===== src/rtl/bth_pkg.sv =====
// Shared arithmetic-unit package: controller state encodings and the
// iteration-counter width helper used by bth_div and bth_mlt.
package bth_pkg;

  // Controller states (2-bit, legacy-compatible encoding)
  localparam logic [1:0] S_IDLE = 2'd0;
  localparam logic [1:0] S_CALC = 2'd1;
  localparam logic [1:0] S_FIX  = 2'd2;
  localparam logic [1:0] S_DONE = 2'd3;

  // Counter must reach n, so it needs $clog2(n+1) bits
  function automatic int bth_cnt_w(input int n);
    return $clog2(n + 1);
  endfunction

  localparam int BTH_N_DEF   = 3;
  localparam int BTH_CNT_W   = bth_cnt_w(BTH_N_DEF);

endpackage


===== src/rtl/bth_abs.sv =====
// Conditional two's-complement negate.
// With neg tied to the operand's sign bit it yields the magnitude; the
// W-bit result is read as unsigned, so the most-negative value maps to
// 2^(W-1) exactly. With neg driven by a sign-fix flag it applies the
// final result sign.
module bth_abs #(
  parameter int W = 3
) (
  input  logic [W-1:0] val,
  input  logic         neg,
  output logic [W-1:0] res
);

  // Negate when requested, pass through otherwise
  always_comb begin
    res = neg ? (~val + W'(1)) : val;
  end

endmodule


===== src/rtl/bth_div.sv =====
// bth_div: sequential restoring divider, one quotient bit per clock.
// Quotient truncates toward zero; Remainder carries the dividend's sign.
// Build option: define BTH_DIV_SIGNED_EN for two's-complement operands;
// left undefined, all operands and results are unsigned and the
// magnitude / sign-fix logic is not built. Latency is n+2 either way.
module bth_div
  import bth_pkg::*;
#(
  parameter int n = 3,
  parameter int N = 2 * n
) (
  input  logic         clk,
  input  logic         clr,
  input  logic         start,
  input  logic [n-1:0] Dividend,
  input  logic [n-1:0] Divisor,
  output logic         busy,
  output logic         done,
  output logic [n-1:0] Quotient,
  output logic [n-1:0] Remainder,
  output logic         div_by_zero
);

  localparam int CW = bth_cnt_w(n);

  logic [1:0]    state_q, state_d;
  logic [CW-1:0] count_q, count_d;
  logic [N-1:0]  aq_q, aq_d;      // {A, Q}: partial remainder over quotient
  logic [n-1:0]  m_q, m_d;        // divisor magnitude
  logic          done_q, done_d;
  logic          dz_q, dz_d;
  logic [n-1:0]  quo_q, quo_d;
  logic [n-1:0]  rem_q, rem_d;

  logic [n-1:0]  dvd_mag, dvs_mag, quo_fix, rem_fix;
  logic [n:0]    sh_a;            // A after the left shift, n+1 bits
  logic          ge;              // trial subtraction is non-negative
  logic [n-1:0]  a_new;

`ifdef BTH_DIV_SIGNED_EN
  logic sgn_dvd_q, sgn_dvd_d;
  logic sgn_dvs_q, sgn_dvs_d;

  bth_abs #(.W(n)) u_abs_dvd (.val(Dividend), .neg(Dividend[n-1]), .res(dvd_mag));
  bth_abs #(.W(n)) u_abs_dvs (.val(Divisor),  .neg(Divisor[n-1]),  .res(dvs_mag));
  bth_abs #(.W(n)) u_fix_quo (.val(aq_q[n-1:0]), .neg(sgn_dvd_q ^ sgn_dvs_q), .res(quo_fix));
  bth_abs #(.W(n)) u_fix_rem (.val(aq_q[N-1:n]), .neg(sgn_dvd_q),             .res(rem_fix));
`else
  assign dvd_mag = Dividend;
  assign dvs_mag = Divisor;
  assign quo_fix = aq_q[n-1:0];
  assign rem_fix = aq_q[N-1:n];
`endif

  // Shift step: new A is the old A with the quotient MSB shifted in.
  // A stays below M between steps, so n bits hold it; only the shifted
  // value needs the extra bit.
  assign sh_a  = aq_q[N-1:n-1];
  assign ge    = (sh_a >= {1'b0, m_q});
  assign a_new = ge ? (sh_a[n-1:0] - m_q) : sh_a[n-1:0];

  // Next-state and datapath update
  always_comb begin
    state_d = state_q;
    count_d = count_q;
    aq_d    = aq_q;
    m_d     = m_q;
    quo_d   = quo_q;
    rem_d   = rem_q;
    dz_d    = dz_q;
    done_d  = (state_q == S_DONE);
`ifdef BTH_DIV_SIGNED_EN
    sgn_dvd_d = sgn_dvd_q;
    sgn_dvs_d = sgn_dvs_q;
`endif
    case (state_q)
      S_IDLE: begin
        if (start) begin
          if (Divisor == '0) begin
            // Division by zero skips the datapath entirely
            quo_d   = '1;
            rem_d   = Dividend;
            dz_d    = 1'b1;
            state_d = S_DONE;
          end else begin
            aq_d    = {{n{1'b0}}, dvd_mag};
            m_d     = dvs_mag;
            count_d = '0;
            dz_d    = 1'b0;
`ifdef BTH_DIV_SIGNED_EN
            sgn_dvd_d = Dividend[n-1];
            sgn_dvs_d = Divisor[n-1];
`endif
            state_d = S_CALC;
          end
        end
      end
      S_CALC: begin
        aq_d    = {a_new, aq_q[n-2:0], ge};
        count_d = count_q + CW'(1);
        if (count_q == CW'(n - 1)) state_d = S_FIX;
      end
      S_FIX: begin
        quo_d   = quo_fix;
        rem_d   = rem_fix;
        state_d = S_DONE;
      end
      default: state_d = S_IDLE;
    endcase
  end

  // State and result registers; clr aborts any operation at once
  always_ff @(posedge clk or posedge clr) begin
    if (clr) begin
      state_q <= S_IDLE;
      count_q <= '0;
      aq_q    <= '0;
      m_q     <= '0;
      quo_q   <= '0;
      rem_q   <= '0;
      dz_q    <= 1'b0;
      done_q  <= 1'b0;
`ifdef BTH_DIV_SIGNED_EN
      sgn_dvd_q <= 1'b0;
      sgn_dvs_q <= 1'b0;
`endif
    end else begin
      state_q <= state_d;
      count_q <= count_d;
      aq_q    <= aq_d;
      m_q     <= m_d;
      quo_q   <= quo_d;
      rem_q   <= rem_d;
      dz_q    <= dz_d;
      done_q  <= done_d;
`ifdef BTH_DIV_SIGNED_EN
      sgn_dvd_q <= sgn_dvd_d;
      sgn_dvs_q <= sgn_dvs_d;
`endif
    end
  end

  assign busy        = (state_q == S_CALC) || (state_q == S_FIX);
  assign done        = done_q;
  assign Quotient    = quo_q;
  assign Remainder   = rem_q;
  assign div_by_zero = dz_q;

endmodule

===== config.mk =====
export PLATFORM = sky130hd
export DESIGN_NAME = bth_div
export DESIGN_NICKNAME = d
export VERILOG_FILES = /design/src/rtl/bth_pkg.sv /design/src/rtl/bth_abs.sv /design/src/rtl/bth_div.sv
export SDC_FILE = /design/constraint.sdc
export NUM_CORES = 1
export LEC_CHECK = 0
export CORE_ASPECT_RATIO = 0.9
export CORE_MARGIN = 2
export CORE_UTILIZATION = 46
export DETAILED_ROUTE_END_ITERATION = 8
export HOLD_SLACK_MARGIN = 0.03
export PLACE_DENSITY = 0.76
export SLEW_MARGIN = 10
export SYNTH_ARGS = -nofsm -noshare
export SYNTH_HDL_FRONTEND = slang
export SYNTH_SLANG_ARGS = --single-unit

===== constraint.sdc =====
create_clock -name clk -period 1.9 [get_ports clk]
set_clock_uncertainty 0.1 [all_clocks]
set_input_delay 0.38 -clock clk [delete_from_list [all_inputs] [get_ports clk]]
set_output_delay 0.38 -clock clk [all_outputs]
set_load 0.03 [all_outputs]

==> out/qor.yml <==
status: "complete, but fails checks"
violations: "negative setup slack"
setup_ws_ps: -82.1
grt.overflow.total: 0
synth-compound-area-share_pct: 16.0
yosys_warnings: 0
fin_util_pct: 65.1
crit_start: "aq_q[2]"
via_per_inst: 5.13
drt_wl_total_um: 2230
hold_viol_final: 0
comb_power_share_pct: 64.3
root_buffer: "clkbuf_4"
initial_core_util_pct: 49.5
finalSetupViolCount: 4
critPathLaunchType: "register"
cts_buffers: 3
dieHeight_um: 50.4
drive_gt1_share_pct: 23.1
worst_pin_slew_ps: 321
rr_startpoint: "aq_q[2]"
syn_area_mm2: 0.00110
timing.rr.end: "aq_q[0]"
grtUsageTotal_pct: 18.3
drc: 0
synthMuxAreaShare_pct: 11.5
r2r_cells: 8
max_freq_mhz: 505
drt-met1-wl_um: 987
antenna_found_initial: 0
switching_share_pct: 41.1
critical_path_required_ps: 2010
cts_max_level: 1
cts_sinks: 21
power_switching_mw: 1.16
hold_slack_ps: 279
n_antenna_cell: 0
synth_top_family_by_area: "compound AO/OA/AOI/OAI gates"
period_needed_ps: 1980
fin_cells: 157
max_cap_violations: 0
rsz0062_at_grt: "true"
clk_latency_ps: 310
drtPass1Iterations: 4
dr.max_layer_used: "met4"
die_w_um: 55.6
final_max_slew_viol_count: 0
p_seq_share_pct: 27.7
ant_nets: 0
wl_met2_um: 1100
grt_max_degree: 22
p_per_area_mw_per_mm2: 1940
dieArea_mm2: 0.00280
synth-xor-area-share_pct: 0.795
path_max_fanout: 4
vias: 805
syn_to_final_growth_pct: 31.4
worstHoldPathType: "primary input to async pin"
synth_fa_ha_area_share_pct: 10.9
wl_per_cell_um: 14.2
fill_cells: 181
grt_pass1_wl_um: 3790
fin_crit_sh_pct: 104
grt_pass1_vias: 829
critical_path_class: "register to register"
relSlewSlack_pct: 78.6
p_int_mw: 1.66
power_leakage_nw: 0.663
synth_nets: 120
finalPower_mw: 2.81
core_mm2: 0.00222
synth_cells: 102
worstPathArrival_ps: 2100
placedCellCount: 152
drtIter0Drc: 14
clkPwrFrac_pct: 8.0
endpoint_kind: "register"
num-nets-final: 149
crit_path_end: "aq_q[0]"
reg2reg_setup_slack_ps: -80
synth-simple-area-share_pct: 6.36
clockBufferDepth: 2
gp_congestion: 0.769
synth.avg_cell_area_um2: 10.8
clk_pin_slew_ps: 130
cts_tree: "yes"
synth_cell_types: 28
ys_seq_elements: 21
wl_met3_um: 110
port_buffers: 17
ir_drop_v: 0.00117
dp_hpwl_um: 1620
row_count: 16
io_pins: 18
ys_seq_area_share_pct: 47.7
-- critical path, stage by stage (launching register included) --
cell and delay (ps):
dfrtp_1 420, inv_2 90, ha_4 130, fa_2 200, a21bo_1 220, a211o_4 360, buf_6 120, o211ai_1 160
o21ai_1 80
-- worst min-delay path by stage --
stage                        endpoint  cells past startpoint
after floorplan           Quotient[0]                      1
after global placement         m_q[0]                      1
after detailed placement       m_q[0]                      1
after CTS                        done                      3
after global routing             done                      3
final                     Quotient[0]                      3
-- power groups by stage --
stage	logic (mW)	registers (mW)	clock network [mW]
2_1_floorplan	0.926	0.882	0
3_3_place_gp	1.52	0.766	0
3_5_place_dp	1.57	0.778	0
4_1_cts	1.70	0.777	0.238
5_1_grt	1.96	0.809	0.255
6_report	1.81	0.779	0.226
-- cells by family after synthesis --
logic type,Yosys count
simple gates,16
buf+inv,19
flops,21
mux,12
xor+xnor,1
fa+ha+maj,9
compound gates,24
-- flip-flops by register name (all words and copies together) (netlist names) --
name	cells
done	1
state_q	2
count_q	2
div_by_zero	1
m_q	3
aq_q	6
Remainder	3
Quotient	3
-- placed cells by master (no fill, tap or decap), drive strengths merged, types with 4 or more instances in the layout --
cell	count
clkdlybuf4s50	16
buf	12
mux2i	7
inv	15
ha	8
o22ai	4
dfrtp	21
nor2	9
mux2	5
a21oi	6
-- cell type report --
type                    instances  area, um2  area share [%]
inverters                      15       56.3            3.89
multi-input cells              62        533            36.9
flip-flops and latches         21        526            36.3
well taps                      27       33.8            2.34
repair buffers                 28        270            18.7
clock buffers                   3       22.5            1.56
clock inverters                 1       5.00           0.346
-- cell usage after synthesis (all sizes together) --
| library cell | count | area, um2 |
|---|---|---|
| dfrtp | 21 | 526 |
| inv | 15 | 56.3 |
| nor2 | 9 | 33.8 |
| ha | 8 | 100 |
| mux2i | 7 | 70.1 |
| a21oi | 6 | 30.0 |
| mux2 | 5 | 56.3 |
| o22ai | 4 | 37.5 |
| a31oi | 3 | 18.8 |
| nand2 | 3 | 11.3 |
| o21ai | 3 | 15.0 |
| a22o | 2 | 17.5 |
| buf | 2 | 10.0 |
| clkbuf | 2 | 7.51 |
| o31ai | 2 | 15.0 |
| a211o | 1 | 8.76 |
| a21bo | 1 | 10.0 |
| and2 | 1 | 6.26 |
| fa | 1 | 20.0 |
| nand3b | 1 | 7.51 |
| nor3 | 1 | 5.00 |
| o211ai | 1 | 7.51 |
| o311ai | 1 | 16.3 |
| or2 | 1 | 6.26 |
| xnor2 | 1 | 8.76 |
-- routing by layer --
metal  vias to the layer above  global-route usage [%]
met1                       379                    21.9
met3                         4                    5.93
li1                        403                       -
met2                        19                    31.2
met4                         0                    6.10
met5                         -                       0
-- through the flow --
step / setup WS [ps] / setup TNS (ps) / area (um2)
3_5_place_dp: -97.5 / -222 / 1370
4_1_cts: -83.0 / -287 / 1430
6_report: -82.1 / -308 / 1450
5_1_grt: -159 / -565 / 1450
3_3_place_gp: -19.1 / -36.5 / 1370
2_1_floorplan: -8.71 / -17.4 / 1100
-- repair_timing --
action / CTS / global route
gates cloned: 0 / 0
pin swaps: 2 / 5
buffers inserted: 1 / 0
resized for setup: 6 / 4
hold buffers: 0 / 0
endpoints found under the setup margin: 4 / 4
Power figures use the tool's default switching activity.
